### src/rtl/fifo_burst_reader.sv
// fifo_burst_reader
//   Read-side consumer for an async FIFO, living entirely in the rclk domain.
//   After a start pulse it pops BURST_LENGTH words. It waits READ_PERIOD idle
//   cycles after each pop and stalls while the FIFO is empty. Every popped word
//   is compared against an incrementing pattern that begins at seed.
//
// Ports
//   rclk, rrst_n        read clock, asynchronous active-low reset
//   start, abort        1-cycle control pulses (abort has priority)
//   seed                first expected word, captured on an accepted start
//   rempty, rdata       FIFO status and head-of-queue data
//   rinc                FIFO pop strobe
//   out_data, out_valid registered copy of the popped word, valid for 1 cycle
//   busy, done          burst in progress / burst completed
//   rd_count, err_count words popped / mismatches (saturating) in this burst
//   err_flag            sticky mismatch flag, cleared on start
//   state_dbg           current FSM state, for observation only
//
// Pop handshake: the FIFO offers a word whenever rempty=0 (rdata is valid).
// rinc is the matching "ready". A word transfers on a rising rclk edge when
// rinc=1, and rinc is only ever 1 while rempty=0.
module fifo_burst_reader #(
    parameter int DATASIZE     = 9,
    parameter int BURST_LENGTH = 1024,
    parameter int READ_PERIOD  = 1,
    parameter int CNTW         = 11
) (
    input  logic                rclk,
    input  logic                rrst_n,
    input  logic                start,
    input  logic                abort,
    input  logic [DATASIZE-1:0] seed,
    input  logic                rempty,
    input  logic [DATASIZE-1:0] rdata,
    output logic                rinc,
    output logic [DATASIZE-1:0] out_data,
    output logic                out_valid,
    output logic                busy,
    output logic                done,
    output logic [CNTW-1:0]     rd_count,
    output logic [CNTW-1:0]     err_count,
    output logic                err_flag,
    output logic [1:0]          state_dbg
);

    typedef enum logic [1:0] {
        S_IDLE = 2'd0,
        S_READ = 2'd1,
        S_GAP  = 2'd2,
        S_DONE = 2'd3
    } state_t;

    // The gap counter only has to reach READ_PERIOD-1.
    localparam int GW = (READ_PERIOD > 1) ? $clog2(READ_PERIOD) : 1;
    localparam logic [GW-1:0]       GAP_LAST  = GW'((READ_PERIOD > 0) ? READ_PERIOD - 1 : 0);
    localparam logic [CNTW-1:0]     LAST_WORD = CNTW'(BURST_LENGTH - 1);
    localparam logic [CNTW-1:0]     ERR_MAX   = '1;
    localparam logic [CNTW-1:0]     ONE_C     = 1;
    localparam logic [DATASIZE-1:0] ONE_D     = 1;
    localparam logic [GW-1:0]       ONE_G     = 1;
    localparam bit                  HAS_GAP   = (READ_PERIOD > 0);

    state_t              state, state_nxt;
    logic [DATASIZE-1:0] expected;
    logic [GW-1:0]       gap_cnt;
    logic                pop;
    logic                start_ok;
    logic                last_pop;
    logic                gap_end;

    // A pop needs READ, a non-empty FIFO, and no abort in this same cycle.
    assign pop      = (state == S_READ) && !rempty && !abort;
    assign start_ok = start && !abort && ((state == S_IDLE) || (state == S_DONE));
    assign last_pop = pop && (rd_count == LAST_WORD);
    assign gap_end  = (state == S_GAP) && (gap_cnt == GAP_LAST);

    assign rinc      = pop;
    assign busy      = (state == S_READ) || (state == S_GAP);
    assign done      = (state == S_DONE);
    assign state_dbg = state;

    always_ff @(posedge rclk or negedge rrst_n) begin
        if (!rrst_n) begin
            state <= S_IDLE;
        end else begin
            state <= state_nxt;
        end
    end

    always_comb begin
        state_nxt = state;
        case (state)
            S_IDLE, S_DONE: begin
                if (start_ok) state_nxt = S_READ;
            end
            S_READ: begin
                if (pop) begin
                    if (last_pop)     state_nxt = S_DONE;
                    else if (HAS_GAP) state_nxt = S_GAP;
                    else              state_nxt = S_READ;
                end
            end
            S_GAP: begin
                if (gap_end) state_nxt = S_READ;
            end
            default: state_nxt = S_IDLE;
        endcase
        if (abort) state_nxt = S_IDLE;
    end

    always_ff @(posedge rclk or negedge rrst_n) begin
        if (!rrst_n) begin
            out_data  <= '0;
            out_valid <= 1'b0;
            rd_count  <= '0;
            err_count <= '0;
            err_flag  <= 1'b0;
            expected  <= '0;
            gap_cnt   <= '0;
        end else begin
            out_valid <= pop;
            if (start_ok) begin
                expected  <= seed;
                rd_count  <= '0;
                err_count <= '0;
                err_flag  <= 1'b0;
            end
            if (pop) begin
                out_data <= rdata;
                rd_count <= rd_count + ONE_C;
                expected <= expected + ONE_D;
                if (rdata != expected) begin
                    err_flag <= 1'b1;
                    if (err_count != ERR_MAX) err_count <= err_count + ONE_C;
                end
            end
            // Restart the gap count on every pop so each gap lasts READ_PERIOD cycles.
            if (pop) begin
                gap_cnt <= '0;
            end else if ((state == S_GAP) && !gap_end) begin
                gap_cnt <= gap_cnt + ONE_G;
            end
        end
    end

endmodule
### config.mk
export PLATFORM = sky130hd
export DESIGN_NAME = fifo_burst_reader
export DESIGN_NICKNAME = d
export VERILOG_FILES = /design/src/rtl/fifo_burst_reader.sv
export SDC_FILE = /design/constraint.sdc
export NUM_CORES = 1
export LEC_CHECK = 0
export ABC_AREA = 1
export CAP_MARGIN = 10
export CORE_ASPECT_RATIO = 1.5
export CORE_MARGIN = 1
export CORE_UTILIZATION = 52
export CTS_BUF_LIST = sky130_fd_sc_hd__clkbuf_8
export CTS_CLUSTER_DIAMETER = 40
export DETAILED_ROUTE_END_ITERATION = 7
export GPL_TIMING_DRIVEN = 1
export PLACE_DENSITY = 0.82
export SYNTH_ARGS = -nofsm -noshare
export SYNTH_HDL_FRONTEND = slang
export SYNTH_SLANG_ARGS = --single-unit
export TNS_END_PERCENT = 5
### constraint.sdc
create_clock -name rclk -period 1.73 [get_ports rclk]
set_input_delay 0.173 -clock rclk [delete_from_list [all_inputs] [get_ports rclk]]
set_output_delay 0.173 -clock rclk [all_outputs]
set_load 0.05 [all_outputs]
# Word level (Yosys, flattened, before mapping)
# Cells that the tools add are included.
# word_totals
register_bits,45
inputBits,23
out_inout_bits,38
# classes
add_sub_neg,4
n_eq_ne,9
mux,19
n_bitwise,1
reduce_logical,17
# ops
operator,count
$mux 11,6
$add 11x1->11 const B,2
$mux 9,2
$eq 11x10->1 const B,1
$ne 11x11->1 const B,1
$add 9x1->9 const B,1
$ne 3x3->1 const B,3
$ne 9x9->1,1
$mux 2,4
$logic_and 1x1->1,7
$mux 1,6
$pmux 2 s3,1
$eq 2x2->1 const B,2
$reduce_bool 2->1,2
$logic_not 1->1,3
$reduce_and 3->1,1
$eq 2x1->1 const B,1
$logic_not 2->1,1
$logic_or 1x1->1,2
$reduce_or 2->1,1
$add 1x1->1 const B,1
$not 1->1,1

# Longest topological paths before layout
# depth
word_depth,8
ltp_mapped,11
depth_no_buf,11

# Worst setup path after synthesis
# Ideal clock, no wire load.
# synth_path
kind,reg2reg
start,reg state[0] (netlist: state_dbg[0])
end,reg out_data[1]
arrival_ps,2052
required_time_ps,1662
setup_slack_ps,-391
stages_incl_launch_ff,7
path_buffers,1
path_cell_list,dfrtp_1 -> ha_1 -> inv_1 -> nor3_4 -> clkbuf_1 -> nand2_1 -> nand2_1
# synth_via
elab_chain_len,3
# synth_lines
item,line,source
from (decl),63,"state_t state, state_nxt;"
from (signal assigned),86,state <= state_nxt;
$eq 2x1->1,72,assign pop = (state == S_READ) && !rempty && !abort;
$logic_and 1x1->1 (2 in a row),72,
net rinc,35,"output logic rinc,"
to (signal assigned),129,out_data <= rdata;
to (decl),36,"output logic [DATASIZE-1:0] out_data,"
# The timed path passes the listed nets, and every way through them passes these cells.
# A chain may end at the register's enable or synchronous reset.

# Worst setup path in the final report
# layout_path
start,reg rd_count[7]
end,out rd_count[7]
# layout_lines
item,line,source
from (decl),40,"output logic [CNTW-1:0] rd_count,"
from (signal assigned),130,rd_count <= rd_count + ONE_C;
# No word-level cell between the ends.

==> flow_summary.json <==
{
  "status": "finished, final reports clean",
  "min_period_over_period_pct": 97.9,
  "clkSlewWorstSetupHoldPaths_ns": 0.09,
  "worstMarginPinSlew_ns": 0.585,
  "instances_no_fill": 515,
  "grt_max_degree": 46,
  "finalSetupViolCount": 0,
  "synthesis.area_um2": 2710,
  "synthAdderAreaFrac_pct": 2.77,
  "die_area_um2": 5510,
  "holdCritPathClass": "primary input to asynchronous set/reset pin",
  "arrival_ns": 1.52,
  "fmax_ghz": 0.590,
  "path_max_fanout": 4,
  "m1WireLength_um": 2720,
  "tritoncts": "built",
  "synth_enable_flop_cells": 0,
  "dr_wl_met3_um": 272,
  "routed-wl-met2_um": 4070,
  "cap_violations": 0,
  "layout.nets": 477,
  "syn_avg_cell_area_um2": 7.44,
  "grt_overflow": 0,
  "synth_flop_cell": "dfrtp_1",
  "ys_warn_count": 0,
  "rsz0062_at_grt": "true",
  "cts_buffers": 5,
  "period_minus_slack_ns": 1.69,
  "core_um2": 4930,
  "antenna_cells": 0,
  "yosys.area_share.xor_xnor_pct": 4.85,
  "irDropWorstVdd_mv": 0.636,
  "vias": 2735,
  "seq_area_frac_synth_pct": 41.6,
  "htree_levels": 2,
  "start_util_pct": 55.0,
  "placedCellCount": 499,
  "cp_data_required_time_ns": 1.56,
  "antenna_found_initial": 0,
  "p_per_area_nw_per_um2": 1090,
  "place_congestion": 0.865,
  "clock_skew_ns": 0.00628,
  "cpMaxStageDelayCell": "clkdlybuf4s50_1",
  "clock_sinks": 45,
  "drt_iter0_drc": 135,
  "area_growth_pct": 39.0,
  "startpoint_type": "flop",
  "ys_types": 34,
  "synth_top_family_by_area": "simple AND/OR/NAND/NOR gates",
  "layout-drive-gt1-share_pct": 19.6,
  "cp_top_family": "buffers and inverters",
  "wire_per_inst_um": 14.0,
  "via_per_inst": 5.31,
  "p_leak_nw": 1.89,
  "criticalPathCategory": "flop to output port",
  "synth_mux_area_share_pct": 0,
  "place_hpwl_um": 5030,
  "io_pins": 61,
  "worst-path-buf-inv": 1,
  "fp.dieH_um": 90.4,
  "cts_buffer_depth": 2,
  "insertion_delay_ns": 0.29,
  "synth_seq_cells": 45,
  "reg2reg_depth": 8,
  "die_x_um": 60.9,
  "synth-compound-area-share_pct": 9.15,
  "route.detailed.drc": 0,
  "grt_pass1_wl_um": 11900,
  "dr.max_layer_used": "met4",
  "final-hold-violation-count": 0,
  "synthCells": 364,
  "first_pass_iters": 4,
  "relSlewSlack_pct": 61.0,
  "grt_pass1_vias": 2693,
  "drv_slew": 0,
  "rows": 31,
  "yosys.area_share.simple_pct": 34.2,
  "final_util_pct": 76.5,
  "end_kind": "output port",
  "cts-root-buf": "clkbuf_8",
  "max_stage_delay_ns": 0.82,
  "async_flop_share_pct": 100,
  "path_cells": "clkdlybuf4s50_1",
  "totalWireLength_um": 7210,
  "syn_nets": 393,
  "worst-path-stages": 1,
  "grt.total_usage_pct": 28.5,
  "place.port_buffers": 60,
  "antenna_left": 0
}
-- logic make-up after synthesis --
group | count (synthesis)
flip-flops | 45
AO/OA/AOI/OAI | 43
XOR/XNOR | 15
AND/OR/NAND/NOR | 206
buffers and inverters | 49
adder cells (fa/ha/maj) | 6
-- metrics by stage --
step / area [um2] / setup slack (ns) / total power, mW / hold slack (ns) / setup TNS (ns)
after floorplan: 2740 / -0.0788 / 2.55 / -0.123 / -0.125
after global placement: 3470 / 0.0916 / 3.08 / 0.294 / 0
after detailed placement: 3470 / 0.0400 / 3.12 / 0.296 / 0
after CTS: 3710 / 0.0157 / 4.10 / 0.474 / 0
after global routing: 3770 / -0.0367 / 4.33 / 0.495 / -0.0948
final: 3770 / 0.0364 / 4.12 / 0.476 / 0
-- sequential cells by signal, summed over array words and instances (netlist names) --
| name | flops |
|---|---|
| err_count | 11 |
| err_flag | 1 |
| expected | 9 |
| gap_cnt | 1 |
| out_data | 9 |
| out_valid | 1 |
| rd_count | 11 |
| state_dbg | 2 |
-- cells in the final DEF (no fill, tap or decap), drive strengths merged --
cell,instances
o22ai,3
clkdlybuf4s50,35
a21oi,11
o32ai,1
clkinv,1
dfrtp,45
buf,44
nand2,133
o21ai,20
bufbuf,1
nand3b,2
nand3,32
xnor2,8
xor2,7
a22o,1
inv,40
nor3,7
o21a,1
clkinvlp,1
a32o,1
or2,1
nor2,25
clkbuf,5
ha,6
o21bai,1
dlygate4sd3,1
o211ai,3
bufinv,2
o221ai,1
nand4,6
dlymetal6s2s,4
-- area by class of cell --
cell class	count	area, um2
Clock inverter	3	65.1
Multi-Input combinational cell	270	1430
Sequential cell	45	1130
Inverter	41	163
Clock buffer	5	68.8
Tap cell	66	82.6
Timing Repair Buffer	85	827
Fill cell	368	1160
-- synth_stat cells (5+ instances only) --
cell type  number  area, um2
xor2_1          7       61.3
o21ai_0        15       75.1
nand3_1        28        140
xnor2_1         8       70.1
inv_1          35        131
dfrtp_1        45       1130
o21ai_1         5       25.0
nand4_1         6       37.5
inv_2           6       22.5
nor2_1         21       78.8
a21oi_1        11       55.1
nand2_1       131        492
ha_1            6       75.1
-- per-layer routing --
metal | up-vias | GRT usage (%)
met5 | - | 0
met4 | 0 | 11.9
met3 | 12 | 4.15
met2 | 97 | 51.4
met1 | 1284 | 31.7
li1 | 1342 | -
-- repair_timing --
item                                    4_1_cts  5_1_grt
hold endpoints to repair                     45        0
endpoints found under the setup margin        1       33
resized for setup                            11       13
pin swaps                                     1        3
gates cloned                                  1        0
hold buffers                                  1        0
buffers inserted                              4        2
-- final timing paths --
| kind | start | endpoint | slack (ns) |
|---|---|---|---|
| worst max-delay path | rd_count[7] | rd_count[7] | 0.04 |
| worst min-delay path | rrst_n | err_count[8] | 0.48 |
| worst max register to register | state_dbg[1] | expected[2] | 0.04 |
| worst min register to register | out_data[6] | out_data[6] | 0.48 |
| max in group asynchronous | rrst_n | state_dbg[1] | 0.81 |
| min in group rclk | rdata[0] | out_data[0] | 0.48 |
-- power by group --
part	internal [mW]	switching, mW	leakage [nW]
Clock	0.574	0.368	0.0681
Sequential	1.27	0.222	0.587
Combinational	0.626	1.06	1.23
Total	2.46	1.65	1.89
Power figures use the tool's default switching activity.
